===== src/rtl/lsu_pkg.sv =====
// Shared load/store definitions used by the LSU and the controller.
//   mem_acc_mode_e : access width/extension encoding carried from decode
//   lsu_state_e    : LSU access sequencer states
//   mode_supported : true for encodings that describe a real memory access
//   is_misaligned  : true when the access would straddle its natural alignment
package lsu_pkg;

  typedef enum logic [2:0] {
    B    = 3'b000,
    H    = 3'b001,
    W    = 3'b010,
    BU   = 3'b011,
    HU   = 3'b100,
    NONE = 3'b111
  } mem_acc_mode_e;

  typedef enum logic [1:0] {
    IDLE = 2'd0,
    REQ  = 2'd1,
    WAIT = 2'd2,
    DONE = 2'd3
  } lsu_state_e;

  localparam int unsigned DEFAULT_TIMEOUT_CYCLES = 64;

  // 101/110/111 carry no access; they are treated as "no memory operation".
  function automatic logic mode_supported(input logic [2:0] mode);
    return (mode == B) || (mode == H) || (mode == W) || (mode == BU) || (mode == HU);
  endfunction

  function automatic logic is_misaligned(input logic [2:0] mode, input logic [1:0] addr_lo);
    logic mis;
    mis = 1'b0;
    case (mode)
      H, HU:   mis = addr_lo[0];
      W:       mis = (addr_lo != 2'b00);
      default: mis = 1'b0;
    endcase
    return mis;
  endfunction

endpackage


===== src/rtl/lsu_align.sv =====
// Byte-lane steering for the data bus (purely combinational).
//   mode_i        : access mode (mem_acc_mode_e encoding)
//   addr_lo_i     : byte offset within the word
//   store_data_i  : raw store data (rs2)
//   load_word_i   : word returned by the bus
//   be_o          : byte enables for the addressed lanes
//   store_lanes_o : store data replicated across all lanes
//   load_data_o   : selected lane, sign- or zero-extended to 32 bits
module lsu_align
  import lsu_pkg::*;
(
  input  logic [2:0]  mode_i,
  input  logic [1:0]  addr_lo_i,
  input  logic [31:0] store_data_i,
  input  logic [31:0] load_word_i,
  output logic [3:0]  be_o,
  output logic [31:0] store_lanes_o,
  output logic [31:0] load_data_o
);

  logic [7:0]  word_bytes [4];
  logic [7:0]  sel_byte;
  logic [15:0] sel_half;

  genvar gi;
  generate
    for (gi = 0; gi < 4; gi++) begin : g_bytes
      assign word_bytes[gi] = load_word_i[8*gi +: 8];
    end
  endgenerate

  assign sel_byte = word_bytes[addr_lo_i];
  assign sel_half = addr_lo_i[1] ? load_word_i[31:16] : load_word_i[15:0];

  always_comb begin
    be_o          = 4'b0000;
    store_lanes_o = 32'h0;
    load_data_o   = 32'h0;
    case (mode_i)
      B, BU: begin
        be_o          = 4'b0001 << addr_lo_i;
        store_lanes_o = {4{store_data_i[7:0]}};
        load_data_o   = {{24{(mode_i == B) & sel_byte[7]}}, sel_byte};
      end
      H, HU: begin
        be_o          = 4'b0011 << {addr_lo_i[1], 1'b0};
        store_lanes_o = {2{store_data_i[15:0]}};
        load_data_o   = {{16{(mode_i == H) & sel_half[15]}}, sel_half};
      end
      W: begin
        be_o          = 4'b1111;
        store_lanes_o = store_data_i;
        load_data_o   = load_word_i;
      end
      default: ;
    endcase
  end

endmodule


===== src/rtl/load_store_unit.sv =====
// Memory phase of RV32I loads/stores.
//   clk, rst_n                        : clock, asynchronous active-low reset
//   rd_en, wr_en, mem_acc_mode        : access request from the controller
//   addr, wdata                       : byte address and store data
//   rdata                             : extended load result (DONE cycle only)
//   stall                             : core hold while an access is outstanding
//   misaligned, bus_err               : single-cycle exception pulses
//   dbus_req/we/addr/be/wdata         : data bus request side
//   dbus_gnt, dbus_rvalid, dbus_rdata : data bus response side
module load_store_unit
  import lsu_pkg::*;
#(
  parameter int unsigned TIMEOUT_CYCLES = DEFAULT_TIMEOUT_CYCLES
) (
  input  logic        clk,
  input  logic        rst_n,
  input  logic        rd_en,
  input  logic        wr_en,
  input  logic [2:0]  mem_acc_mode,
  input  logic [31:0] addr,
  input  logic [31:0] wdata,
  output logic [31:0] rdata,
  output logic        stall,
  output logic        misaligned,
  output logic        bus_err,
  output logic        dbus_req,
  output logic        dbus_we,
  output logic [31:0] dbus_addr,
  output logic [3:0]  dbus_be,
  output logic [31:0] dbus_wdata,
  input  logic        dbus_gnt,
  input  logic        dbus_rvalid,
  input  logic [31:0] dbus_rdata
);

  localparam int unsigned     CNT_W    = $clog2(TIMEOUT_CYCLES) + 1;
  localparam logic [CNT_W-1:0] CNT_LAST = CNT_W'(TIMEOUT_CYCLES - 1);

  lsu_state_e       state_q, state_d;
  logic [31:0]      addr_q, addr_d;
  logic [31:0]      wdata_q, wdata_d;
  logic [31:0]      rdata_q, rdata_d;
  logic [2:0]       mode_q, mode_d;
  logic             we_q, we_d;
  logic             err_q, err_d;
  logic [CNT_W-1:0] cnt_q, cnt_d;

  logic             access_req;
  logic             access_ok;
  logic             access_mis;
  logic             start;
  logic             timeout;
  logic [3:0]       lane_be;
  logic [31:0]      lane_wdata;
  logic [31:0]      load_data;

  // Lane steering works on the latched request so bus fields stay stable
  // even though the core may change addr/wdata while stalled.
  lsu_align u_align (
    .mode_i        (mode_q),
    .addr_lo_i     (addr_q[1:0]),
    .store_data_i  (wdata_q),
    .load_word_i   (dbus_rdata),
    .be_o          (lane_be),
    .store_lanes_o (lane_wdata),
    .load_data_o   (load_data)
  );

  assign access_req = (state_q == IDLE) && (rd_en || wr_en);
  assign access_ok  = mode_supported(mem_acc_mode);
  assign access_mis = is_misaligned(mem_acc_mode, addr[1:0]);
  assign start      = access_req && access_ok && !access_mis;
  assign misaligned = access_req && access_ok && access_mis;
  assign timeout    = ((state_q == REQ) || (state_q == WAIT)) && (cnt_q == CNT_LAST);

  always_ff @(posedge clk or negedge rst_n) begin
    if (!rst_n) begin
      state_q <= IDLE;
      addr_q  <= 32'h0;
      wdata_q <= 32'h0;
      rdata_q <= 32'h0;
      mode_q  <= NONE;
      we_q    <= 1'b0;
      err_q   <= 1'b0;
      cnt_q   <= '0;
    end else begin
      state_q <= state_d;
      addr_q  <= addr_d;
      wdata_q <= wdata_d;
      rdata_q <= rdata_d;
      mode_q  <= mode_d;
      we_q    <= we_d;
      err_q   <= err_d;
      cnt_q   <= cnt_d;
    end
  end

  always_comb begin
    state_d = state_q;
    addr_d  = addr_q;
    wdata_d = wdata_q;
    rdata_d = rdata_q;
    mode_d  = mode_q;
    we_d    = we_q;
    err_d   = err_q;
    cnt_d   = cnt_q;
    stall   = 1'b0;
    case (state_q)
      IDLE: begin
        cnt_d = '0;
        err_d = 1'b0;
        if (start) begin
          // Stall in the request cycle itself so the PC holds immediately.
          stall   = 1'b1;
          addr_d  = addr;
          wdata_d = wdata;
          mode_d  = mem_acc_mode;
          we_d    = wr_en;  // a simultaneous load is dropped: store wins
          state_d = REQ;
        end
      end
      REQ: begin
        stall = 1'b1;
        cnt_d = cnt_q + 1'b1;
        if (timeout) begin
          err_d   = 1'b1;
          rdata_d = 32'h0;
          state_d = DONE;
        end else if (dbus_gnt) begin
          state_d = WAIT;
        end
      end
      WAIT: begin
        stall = 1'b1;
        cnt_d = cnt_q + 1'b1;
        // A response that arrives in the last allowed cycle still counts.
        if (dbus_rvalid) begin
          rdata_d = load_data;
          state_d = DONE;
        end else if (timeout) begin
          err_d   = 1'b1;
          rdata_d = 32'h0;
          state_d = DONE;
        end
      end
      DONE: begin
        cnt_d   = '0;
        state_d = IDLE;
      end
      default: state_d = IDLE;
    endcase
  end

  // Bus fields are zero whenever no request is being presented.
  assign dbus_req   = (state_q == REQ) && !timeout;
  assign dbus_we    = dbus_req && we_q;
  assign dbus_addr  = dbus_req ? {addr_q[31:2], 2'b00} : 32'h0;
  assign dbus_be    = dbus_req ? lane_be : 4'b0000;
  assign dbus_wdata = (dbus_req && we_q) ? lane_wdata : 32'h0;
  assign rdata      = (state_q == DONE) ? rdata_q : 32'h0;
  assign bus_err    = (state_q == DONE) && err_q;

endmodule

===== config.mk =====
export PLATFORM = sky130hd
export DESIGN_NAME = load_store_unit
export DESIGN_NICKNAME = d
export VERILOG_FILES = /design/src/rtl/lsu_pkg.sv /design/src/rtl/lsu_align.sv /design/src/rtl/load_store_unit.sv
export SDC_FILE = /design/constraint.sdc
export NUM_CORES = 1
export LEC_CHECK = 0
export BUFFER_PORTS_ARGS = -buffer_cell sky130_fd_sc_hd__buf_2
export CAP_MARGIN = 20
export CORE_ASPECT_RATIO = 0.9
export CORE_MARGIN = 2
export CORE_UTILIZATION = 30
export CTS_BUF_LIST = sky130_fd_sc_hd__clkbuf_8
export DETAILED_ROUTE_END_ITERATION = 7
export HOLD_SLACK_MARGIN = 0.06
export PLACE_DENSITY = 0.51
export SYNTH_ARGS = -nofsm -noshare
export SYNTH_HDL_FRONTEND = slang
export SYNTH_SLANG_ARGS = --single-unit

===== constraint.sdc =====
create_clock -name clk -period 8.75 [get_ports clk]
set_input_delay 2.625 -clock clk [delete_from_list [all_inputs] [get_ports clk]]
set_output_delay 2.625 -clock clk [all_outputs]
set_load 0.05 [all_outputs]

==> flow_summary.yaml <==
status:
  status: "finished clean"
power:
  p_int_mw: 1.55
  ir_drop_v: 0.000148
  p_leak_nw: 3.91
  p_clk_share_pct: 10.5
  power_frac_seq_pct: 34.6
  netSwitchingFraction_pct: 47.5
  powerDensity_nw_per_um2: 372
  p_comb_share_pct: 55.0
  p_sw_mw: 1.40
critical_path:
  crit_fanout: 17
  startpoint: "mem_acc_mode[0]"
  r2r-end: "rdata_q[15]"
  critPathKind: "in2out"
  r2r_start: "state_q[1]"
  setup.worst_path.end_class: "output port"
  cp-start-kind: "input pin"
  r2r_slack_ns: 5.91
  crit_path_end: "stall"
  arrival_ns: 4.02
  crit_required_ns: 6.12
  ff2ff_path_depth: 7
clock_tree:
  cts_buffers: 9
  postCtsSetupBuffers: 0
  cts_num_sinks: 110
  cts-root-buf: "clkbuf_8"
  cts_max_level: 3
  clock_latency_ns: 0.40
  cts.repair.resized: 0
  path_clk_slew_ns: 0.11
  cts_hold_buf: 0
  cts_tree: "built"
  cts_buffer_depth: 2
placement:
  io_buffers: 207
  hpwlAfterDp_um: 13400
  place.gp.congestion: 0.772
logic_synthesis:
  synth_top_area_cell: "dfrtp_1"
  synth_area_leaders: "dfrtp_1 (41%), mux2_4 (15%), and2_1 (8.0%)"
  yosysMostFrequentCell: "dfrtp_1"
  syn_avg_cell_area_um2: 10.6
  synth_top_cells_by_count: "dfrtp_1 (107), and2_1 (84), mux2_4 (65)"
  yosys_warnings: 0
  seq_area_frac_synth_pct: 41.8
  synth_top_area_share_pct: 40.6
  synth-seq-cells: 110
  async_reset_ff_share_pct: 100
  synth_cell_types: 53
  netlist_area_um2: 6600
  synth-edff-count: 0
  syn_inst: 623
  synthFlopType: "dfrtp_1"
routing:
  ant_nets: 0
  vias: 5291
  drt_iter0_drc: 417
  route.detailed.drc: 0
  dr.pass1.iters: 5
  routedWlPerCell_um: 17.2
  wl_um: 18900
  drt-vias-per-instance: 4.81
global_routing:
  globalRouteMet3Util_pct: 5.04
  met2_usage_pct: 24.6
  antenna_found_initial: 4
  grt_pass1_wl_um: 30000
  grt-ovfl-total: 0
  grtUsageMet1_pct: 23.5
  grt_use_total_pct: 16.5
  grt_most_used_layer: "met2"
  grt_pass1_vias: 5121
  grt_max_degree: 59
timing:
  slew-limit-headroom_pct: 27.1
  hold_violations: 0
  rsz0062_at_grt: "false"
  period_share_pct: 75.9
  fin_skew_ns: 0.0142
  setup_tns_ns: 0
  setup_viol: 0
  worst_pin_slew_ns: 1.09
  clock.fmax_mhz: 151
  layout_min_cycle_time_ns: 6.64
  slew_viol_final: 0
floorplanning:
  start_util_pct: 30.5
  die_h_um: 145
  pin_count: 210
  die-area_um2: 23200
  fp-row-count: 51
  die_x_um: 160
  placeableCoreArea_um2: 21600
finish:
  drive_gt1_share_pct: 39.1
  fin_util_pct: 36.6
  area_growth_pct: 19.9
  final_nets: 911
job:
  cap_violations: 0
worst_hold_path:
  worstHoldPathType: "reg2reg"
metrics by stage:
step	instance area [µm²]	std cells	setup WS [ns]	hold slack, ns	total power [mW]
floorplan	6600	624	1.97	0.425	2.29
global placement	7720	1081	2.10	0.444	2.64
detailed placement	7720	1081	2.10	0.455	2.65
CTS	7900	1097	2.10	0.471	2.97
global route	7900	1097	1.96	0.495	3.16
finish	7910	1100	2.11	0.470	2.94
layout by cell type, fill, tap and decap left out, types with 6 or more instances in the layout:
cell	synthesis	layout
a21oi_1	55	54
nand2b_1	13	13
o211ai_1	6	6
nand2_1	45	45
o21ai_0	26	26
mux2_4	65	65
or3_1	8	8
clkbuf_8	0	9
nor2_1	35	35
a221o_1	25	25
a22oi_1	7	7
and2_1	84	84
buf_2	7	206
dfrtp_1	107	107
mux2_2	10	10
inv_1	9	10
mux2i_1	17	17
layout make-up:
| cell class | count | area (µm²) |
|---|---|---|
| sequential | 110 | 2760 |
| timing repair buffer | 211 | 1070 |
| tap | 291 | 364 |
| antenna | 3 | 7.51 |
| clock inverter | 7 | 55.1 |
| multi-input combinational | 459 | 3500 |
| fill | 2264 | 13700 |
| clock buffer | 9 | 124 |
| inverter | 10 | 37.5 |
routing by layer:
metal  part of all wire, %  vias to the layer above
met2                    43                      186
li1                      -                     2554
met1                    49                     2535
met5                 0.085                        -
met3                   7.4                       14
met4                  0.96                        2
power by group through the flow:
stage | Clock [mW] | Sequential, mW | Combinational, mW
2_1_floorplan | 0 | 0.856 | 1.43
3_3_place_gp | 0 | 1.02 | 1.62
5_1_grt | 0.345 | 1.06 | 1.75
6_report | 0.308 | 1.02 | 1.62
3_5_place_dp | 0 | 1.02 | 1.63
4_1_cts | 0.324 | 1.02 | 1.63
sequential cells by signal, indices dropped and copies added, names as in the netlist:
| signal | count |
|---|---|
| addr_q | 32 |
| rdata_q | 32 |
| wdata_q | 32 |
| cnt_q | 7 |
| mode_q | 3 |
| state_q | 2 |
| err_q | 1 |
| we_q | 1 |
kinds of logic (layout without fill, tap and decap cells):
kind of cell | Yosys count | count (layout) | synth area share (%)
adder cells (fa/ha/maj) | 5 | 5 | 0.948
XOR/XNOR | 4 | 4 | 0.645
multiplexers | 95 | 95 | 19.8
other | 1 | 5 | 0.0568
AND/OR/NAND/NOR | 211 | 211 | 17.1
flip-flops | 110 | 110 | 41.8
AO/OA/AOI/OAI | 142 | 142 | 14.3
buffers and inverters | 55 | 237 | 5.44
critical path: stages:
cell and delay (ns):
buf_2 0.12, or4b_1 0.54, and4_4 0.31, nor2_1 0.12, nor2_1 0.04, buf_2 0.25
worst min-delay path by stage:
stage               startpoint       end  slack (ns)  cells after the start
global route          cnt_q[0]  cnt_q[0]        0.49                      1
detailed placement    cnt_q[0]  cnt_q[0]        0.45                      1
global placement      cnt_q[0]  cnt_q[0]        0.44                      1
CTS                   cnt_q[0]  cnt_q[0]        0.47                      1
finish                cnt_q[0]  cnt_q[0]        0.47                      1
floorplan             cnt_q[0]  cnt_q[0]        0.42                      1
(Power assumes the default switching activity.)
